## src/rtl/mul_sequencer.sv

```systemverilog
// mul_sequencer: drives a register-mapped multiplier through a fixed
// write-X / write-Y / read-product sequence and returns the product.
//
// Handshakes: a transfer happens on a rising clock edge where valid and
// ready are both 1. req_ready is 1 only in IDLE and res_valid only in DONE,
// and neither depends on valid/ready inputs. So requests are never queued
// and a result holds until the consumer takes it.
//
// Optional build macro MUL_SEQUENCER_CHECK_EN: compares the product returned
// by the multiplier with the locally computed X*Y and raises a sticky err.
// When the macro is undefined, err is tied to 0.
module mul_sequencer #(
  parameter logic [1:0] X_ADDR = 2'd0,
  parameter logic [1:0] Y_ADDR = 2'd1,
  parameter logic [1:0] P_ADDR = 2'd2
) (
  input  logic        clk,
  input  logic        rst_n,
  input  logic        req_valid,
  output logic        req_ready,
  input  logic [15:0] req_x,
  input  logic [15:0] req_y,
  output logic        res_valid,
  input  logic        res_ready,
  output logic [31:0] res,
  output logic [15:0] mul_d,
  output logic [1:0]  mul_addr,
  output logic        mul_w,
  output logic        mul_r,
  output logic        mul_e,
  input  logic [31:0] mul_out,
  output logic        err,
  output logic [2:0]  fsm_state
);

  typedef enum logic [2:0] {
    IDLE = 3'd0,
    WX   = 3'd1,
    WY   = 3'd2,
    RD   = 3'd3,
    CAP  = 3'd4,
    DONE = 3'd5
  } state_t;

  state_t      state;
  state_t      state_next;
  logic [15:0] x_q;
  logic [15:0] y_q;

  assign fsm_state = state;

  // State register.
  always_ff @(posedge clk or negedge rst_n) begin
    if (!rst_n) begin
      state <= IDLE;
    end else begin
      state <= state_next;
    end
  end

  // Next state and bus/handshake outputs, decoded from registered state only.
  always_comb begin
    state_next = state;
    req_ready  = 1'b0;
    res_valid  = 1'b0;
    mul_d      = 16'd0;
    mul_addr   = 2'd0;
    mul_w      = 1'b0;
    mul_r      = 1'b0;
    mul_e      = 1'b0;
    case (state)
      IDLE: begin
        req_ready = 1'b1;
        if (req_valid) state_next = WX;
      end
      WX: begin
        mul_addr   = X_ADDR;
        mul_d      = x_q;
        mul_w      = 1'b1;
        mul_e      = 1'b1;
        state_next = WY;
      end
      WY: begin
        mul_addr   = Y_ADDR;
        mul_d      = y_q;
        mul_w      = 1'b1;
        mul_e      = 1'b1;
        state_next = RD;
      end
      RD: begin
        mul_addr   = P_ADDR;
        mul_r      = 1'b1;
        mul_e      = 1'b1;
        state_next = CAP;
      end
      CAP: begin
        state_next = DONE;
      end
      DONE: begin
        res_valid = 1'b1;
        if (res_ready) state_next = IDLE;
      end
      default: begin
        state_next = IDLE;
      end
    endcase
  end

  // Operand latch on accept; product capture when leaving CAP.
  always_ff @(posedge clk or negedge rst_n) begin
    if (!rst_n) begin
      x_q <= 16'd0;
      y_q <= 16'd0;
      res <= 32'd0;
    end else begin
      if (state == IDLE && req_valid) begin
        x_q <= req_x;
        y_q <= req_y;
      end
      if (state == CAP) begin
        res <= mul_out;
      end
    end
  end

`ifdef MUL_SEQUENCER_CHECK_EN
  logic [31:0] prod_local;

  assign prod_local = {16'd0, x_q} * {16'd0, y_q};

  // Sticky error: the multiplier's answer disagrees with the local product.
  always_ff @(posedge clk or negedge rst_n) begin
    if (!rst_n) begin
      err <= 1'b0;
    end else if (state == CAP && mul_out != prod_local) begin
      err <= 1'b1;
    end
  end
`else
  assign err = 1'b0;
`endif

endmodule

```

## config.mk

```make
export PLATFORM = sky130hd
export DESIGN_NAME = mul_sequencer
export DESIGN_NICKNAME = d
export VERILOG_FILES = /design/src/rtl/mul_sequencer.sv
export SDC_FILE = /design/constraint.sdc
export NUM_CORES = 1
export LEC_CHECK = 0
export CAP_MARGIN = 20
export CORE_ASPECT_RATIO = 1.2
export CORE_MARGIN = 2
export CORE_UTILIZATION = 46
export CTS_CLUSTER_DIAMETER = 60
export CTS_CLUSTER_SIZE = 12
export DETAILED_ROUTE_END_ITERATION = 12
export PLACE_DENSITY = 0.94
export SETUP_SLACK_MARGIN = 0.05
export SYNTH_ARGS = -nofsm -noshare
export SYNTH_HDL_FRONTEND = slang
export SYNTH_SLANG_ARGS = --single-unit
```

## constraint.sdc

```tcl
create_clock -name clk -period 2.53 [get_ports clk]
set_input_delay 0.3795 -clock clk [delete_from_list [all_inputs] [get_ports clk]]
set_output_delay 0.3795 -clock clk [all_outputs]
set_load 0.01 [all_outputs]
```

---- Word-level counts from Yosys, hierarchy flattened ----
Index checks and enable logic that the tools add are counted.
W data, S select, Z words.
cells by class
  reductions and logical operators ........ 5
  multiplexer cells ....................... 10
  equal/unequal tests ..................... 7
operators by type and width
  kind                  count
  $pmux W16 S2          1
  $pmux W3 S6           1
  $eq A3 B2 Y1 const B  2
  $eq A3 B3 Y1 const B  2
  $mux W3               2
  $mux W1               5
  $ne A2 B2 Y1 const B  2
  $pmux W2 S2           1
  $eq A3 B1 Y1 const B  1
  $logic_not A3 Y1      1
  $reduce_or A3 Y1      1
  $reduce_and A2 Y1     1
  $reduce_or A2 Y1      1
  $logic_and A1 B1 Y1   1
storage, ports and cells
  output and inout port bits .............. 59
  bits in registers ....................... 67
  logic and storage cells ................. 26
  input port bits ......................... 68

---- Longest topological paths before layout ----
  depth after elaboration ................. 3
  depth in mapped cells ................... 4
  mapped depth without buffers ............ 2

---- Worst setup path after synthesis ----
Ideal clock, no wire load.
  path type ............................... reg2reg
  start ................................... register state[1] (netlist: fsm_state[1])
  end ..................................... register x_q[10]
  library setup time ...................... 0.125 ns
  stages on the path, launching flop included .. 5
  path buffers ............................ 2
  required time ........................... 2.405 ns
  period minus slack after synthesis ...... 1.612 ns
  setup slack ............................. 0.918 ns
  arrival time ............................ 1.487 ns
  path through ............................ dfrtp_1 buf_2 nor4b_4 buf_6 mux2_2
on the way
  longest elaborated chain between the ends .. 2
RTL lines
  item                      RTL line  text
  start: declaration        45        state_t state;
  start signal: assignment  57        state <= state_next;
  $logic_not A3 Y1          116       if (state == IDLE && req_valid) begin
  $logic_and A1 B1 Y1       116
  end signal: assignment    117       x_q <= req_x;
  end: declaration          47        logic [15:0] x_q;
No other way between the ends.
A chain may end at the register's enable or synchronous reset.

---- Final worst setup path ----
  start ................................... register state[1] (netlist: fsm_state[1])
  end ..................................... output port mul_d[10]
on the way
  longest elaborated chain between the ends .. 2
  elaborated cells between the ends (all ways) .. 3
  classes of those cells .................. eq/ne (2); mux (1)
RTL lines
  item                                          RTL line  text
  $eq A3 B2 Y1 or $eq A3 B1 Y1 (tied branches)  71        case (state)
  $pmux W16 S2 *                                71
  end: declaration                              26        output logic [15:0] mul_d,
Every way passes the cells marked *; elsewhere a longest branch is shown, timed or not.

==> impl_metrics.yaml <==
run_status:
  outcome: "complete, no violations"
clock_tree:
  cts_tree: "done"
  clockBufferDepth: 2
  cts-htree-levels: 3
  clock-sinks: 67
  clkLatencyLatePin_ps: 330
  clkTransAtPathRegs_ps: 70
  cts_inserted_buffers: 9
  root_buffer: "clkbuf_8"
  cts-hold-fix-buffers: 0
timing:
  clock.fmax_mhz: 429.9
  hold_viol_final: 0
  hold_slack_ps: 80.36
  period_share_pct: 91.95
  fin_crit_ps: 2326
  clock_skew_ps: 7.653
  slew_headroom_pct: 55.63
  worstMarginPinSlew_ps: 665.5
  tns_ps: 0
  rsz0062_at_grt: "false"
  setup_slack_ps: 203.6
  finalMaxSlewViolations: 0
  setup_violations: 0
hold_path:
  min_path_type: "input pin to async pin"
finish:
  fillers: 451
  final_cell_mix: "124 x clkdlybuf4s50_1, 66 x dfrtp_1, 62 x mux2_2"
  drive_gt1_share_pct: 25.14
  regArea_um2: 1678
  antennaDiodeCount: 0
  synthToLayoutAreaGrowth_pct: 49.77
  finalNetCount: 410
  multiInputGateArea_um2: 1182
  post-route-util_pct: 70.09
  final_common_cell: "clkdlybuf4s50_1"
drt:
  first_pass_iters: 4
  dr_total_vias: 2163
  drt_iter0_drc: 81
  drt.antenna.violating_nets: 0
  wl_um: 6758
  wl_per_cell_um: 15.68
  vias_per_cell: 5.019
  drc: 0
yosys:
  yosysUniqueCellTypes: 22
  yosysWarningCount: 0
  synth.area.top_cells: "dfrtp_1 56%, mux2_2 23%, nand3b_1 8.1%"
  synth_nets: 286
  synth_cells: 218
  synth_top_area_share_pct: 56.28
  synthesis.area_um2: 2979
  avgSynthCellArea_um2: 13.67
  ys_ff_latch: 67
  synth_top_area_cell: "dfrtp_1"
  synth_seq_area_share_pct: 56.28
worst_setup_path:
  required_ps: 2150
  reg2reg_to: "res[3]"
  critPathLaunchType: "register"
  rr_worst_depth: 4
  critPathArrivalTime_ps: 1950
  reg2reg_from: "fsm_state[1]"
  reg2reg_slack_ps: 710
  worst-setup-path-type: "register to primary output"
  path_max_fanout: 36
  end_kind: "primary output"
global_route:
  antenna_found_initial: 0
  grt.overflow.total: 0
  grt_usage_pct: 19.69
  grt_max_degree: 40
  grt_pass1_wl_um: 10850
  grt_pass1_vias: 2325
floorplan:
  die-height_um: 92.16
  num_rows: 32
  die_w_um: 77.47
  coreArea_um2: 6366
  start_util_pct: 46.80
  die_area_um2: 7139
  ios: 127
placed_design:
  place.gp.congestion: 0.8143
  pre_cts_ws_ps: 485.1
  io_buffer_count: 125
  hpwl_um: 4926
pwr:
  ir_drop_mv: 0.7721
  p_total_w: 0.005474
  p_leak_nw: 1.776
  power_density_nw_per_um2: 1227
flow_run:
  max_cap_viol_count: 0
-- synthesized netlist by cell type (all sizes together) --
cell,instances
o21bai,1
mux2,64
clkbuf,7
buf,13
nor3,1
xnor2,1
nor4b,1
nand3b,32
and3b,2
a21oi,18
dfrtp,67
a21o,1
a22o,1
nor2,4
nor3b,3
inv,1
conb,1
-- routing by layer --
metal	vias up	GRT usage [%]	share of wire, %
li1	1017	-	-
met1	1067	22.15	40
met2	71	34.71	54
met3	8	6.201	4.8
met4	0	7.440	1.4
met5	-	0	0
-- per-stage QoR --
stage	area, um^2	instances
finish	4462	431
floorplan	2979	218
detailed placement	4300	416
CTS	4461	431
global placement	4300	416
global route	4462	431
-- worst max-delay path, cell delays in order, from the launching register on --
cell	delay, ps
dfrtp_1	530
buf_12	230
nand3b_1	110
a21oi_1	190
clkdlybuf4s50_1	560
-- registers in the layout, indices dropped and copies added (netlist names) --
register   cells
x_q           16
fsm_state      3
y_q           16
res           32
-- worst max path at each step --
stage | from | end | slack, ps | cells past startpoint
6_report | fsm_state[1] | mul_d[10] | 200 | 4
5_1_grt | fsm_state[1] | mul_d[14] | 90 | 4
4_1_cts | fsm_state[2] | res_valid | 120 | 3
3_5_place_dp | fsm_state[2] | res_valid | 490 | 3
3_3_place_gp | fsm_state[2] | res_valid | 570 | 3
2_1_floorplan | fsm_state[1] | x_q[10] | 920 | 4
-- timing repair --
action / CTS / global route
resized for setup: 0 / 1
hold endpoints to repair: 0 / 0
setup endpoints to repair: 0 / 1
buffers inserted: 0 / 0
-- cell families (layout without fill, tap and decap cells) --
| group | Yosys count | count (layout) | synth area share (%) |
|---|---|---|---|
| compound gates | 21 | 21 | 3.822 |
| xor+xnor | 1 | 1 | 0.2940 |
| buf+inv | 21 | 149 | 4.242 |
| flops | 67 | 67 | 56.28 |
| mux | 64 | 64 | 24.19 |
| other cells | 1 | 1 | 0.1259 |
| simple gates | 43 | 43 | 11.05 |
-- final cells by class --
class                   instances  share of cell area, %
clock buffers                  12                  3.253
clock inverters                 3                 0.3365
repair buffers                133                  29.84
well taps                      85                  2.384
multi-input cells             130                  26.50
inverters                       1                0.08413
flip-flops and latches         67                  37.61
-- power breakdown --
part           switching, W  internal (W)
clock network      0.000368      0.000373
registers          0.000336       0.00163
logic               0.00106       0.00171
No activity file was read; power rests on OpenSTA's default activity.
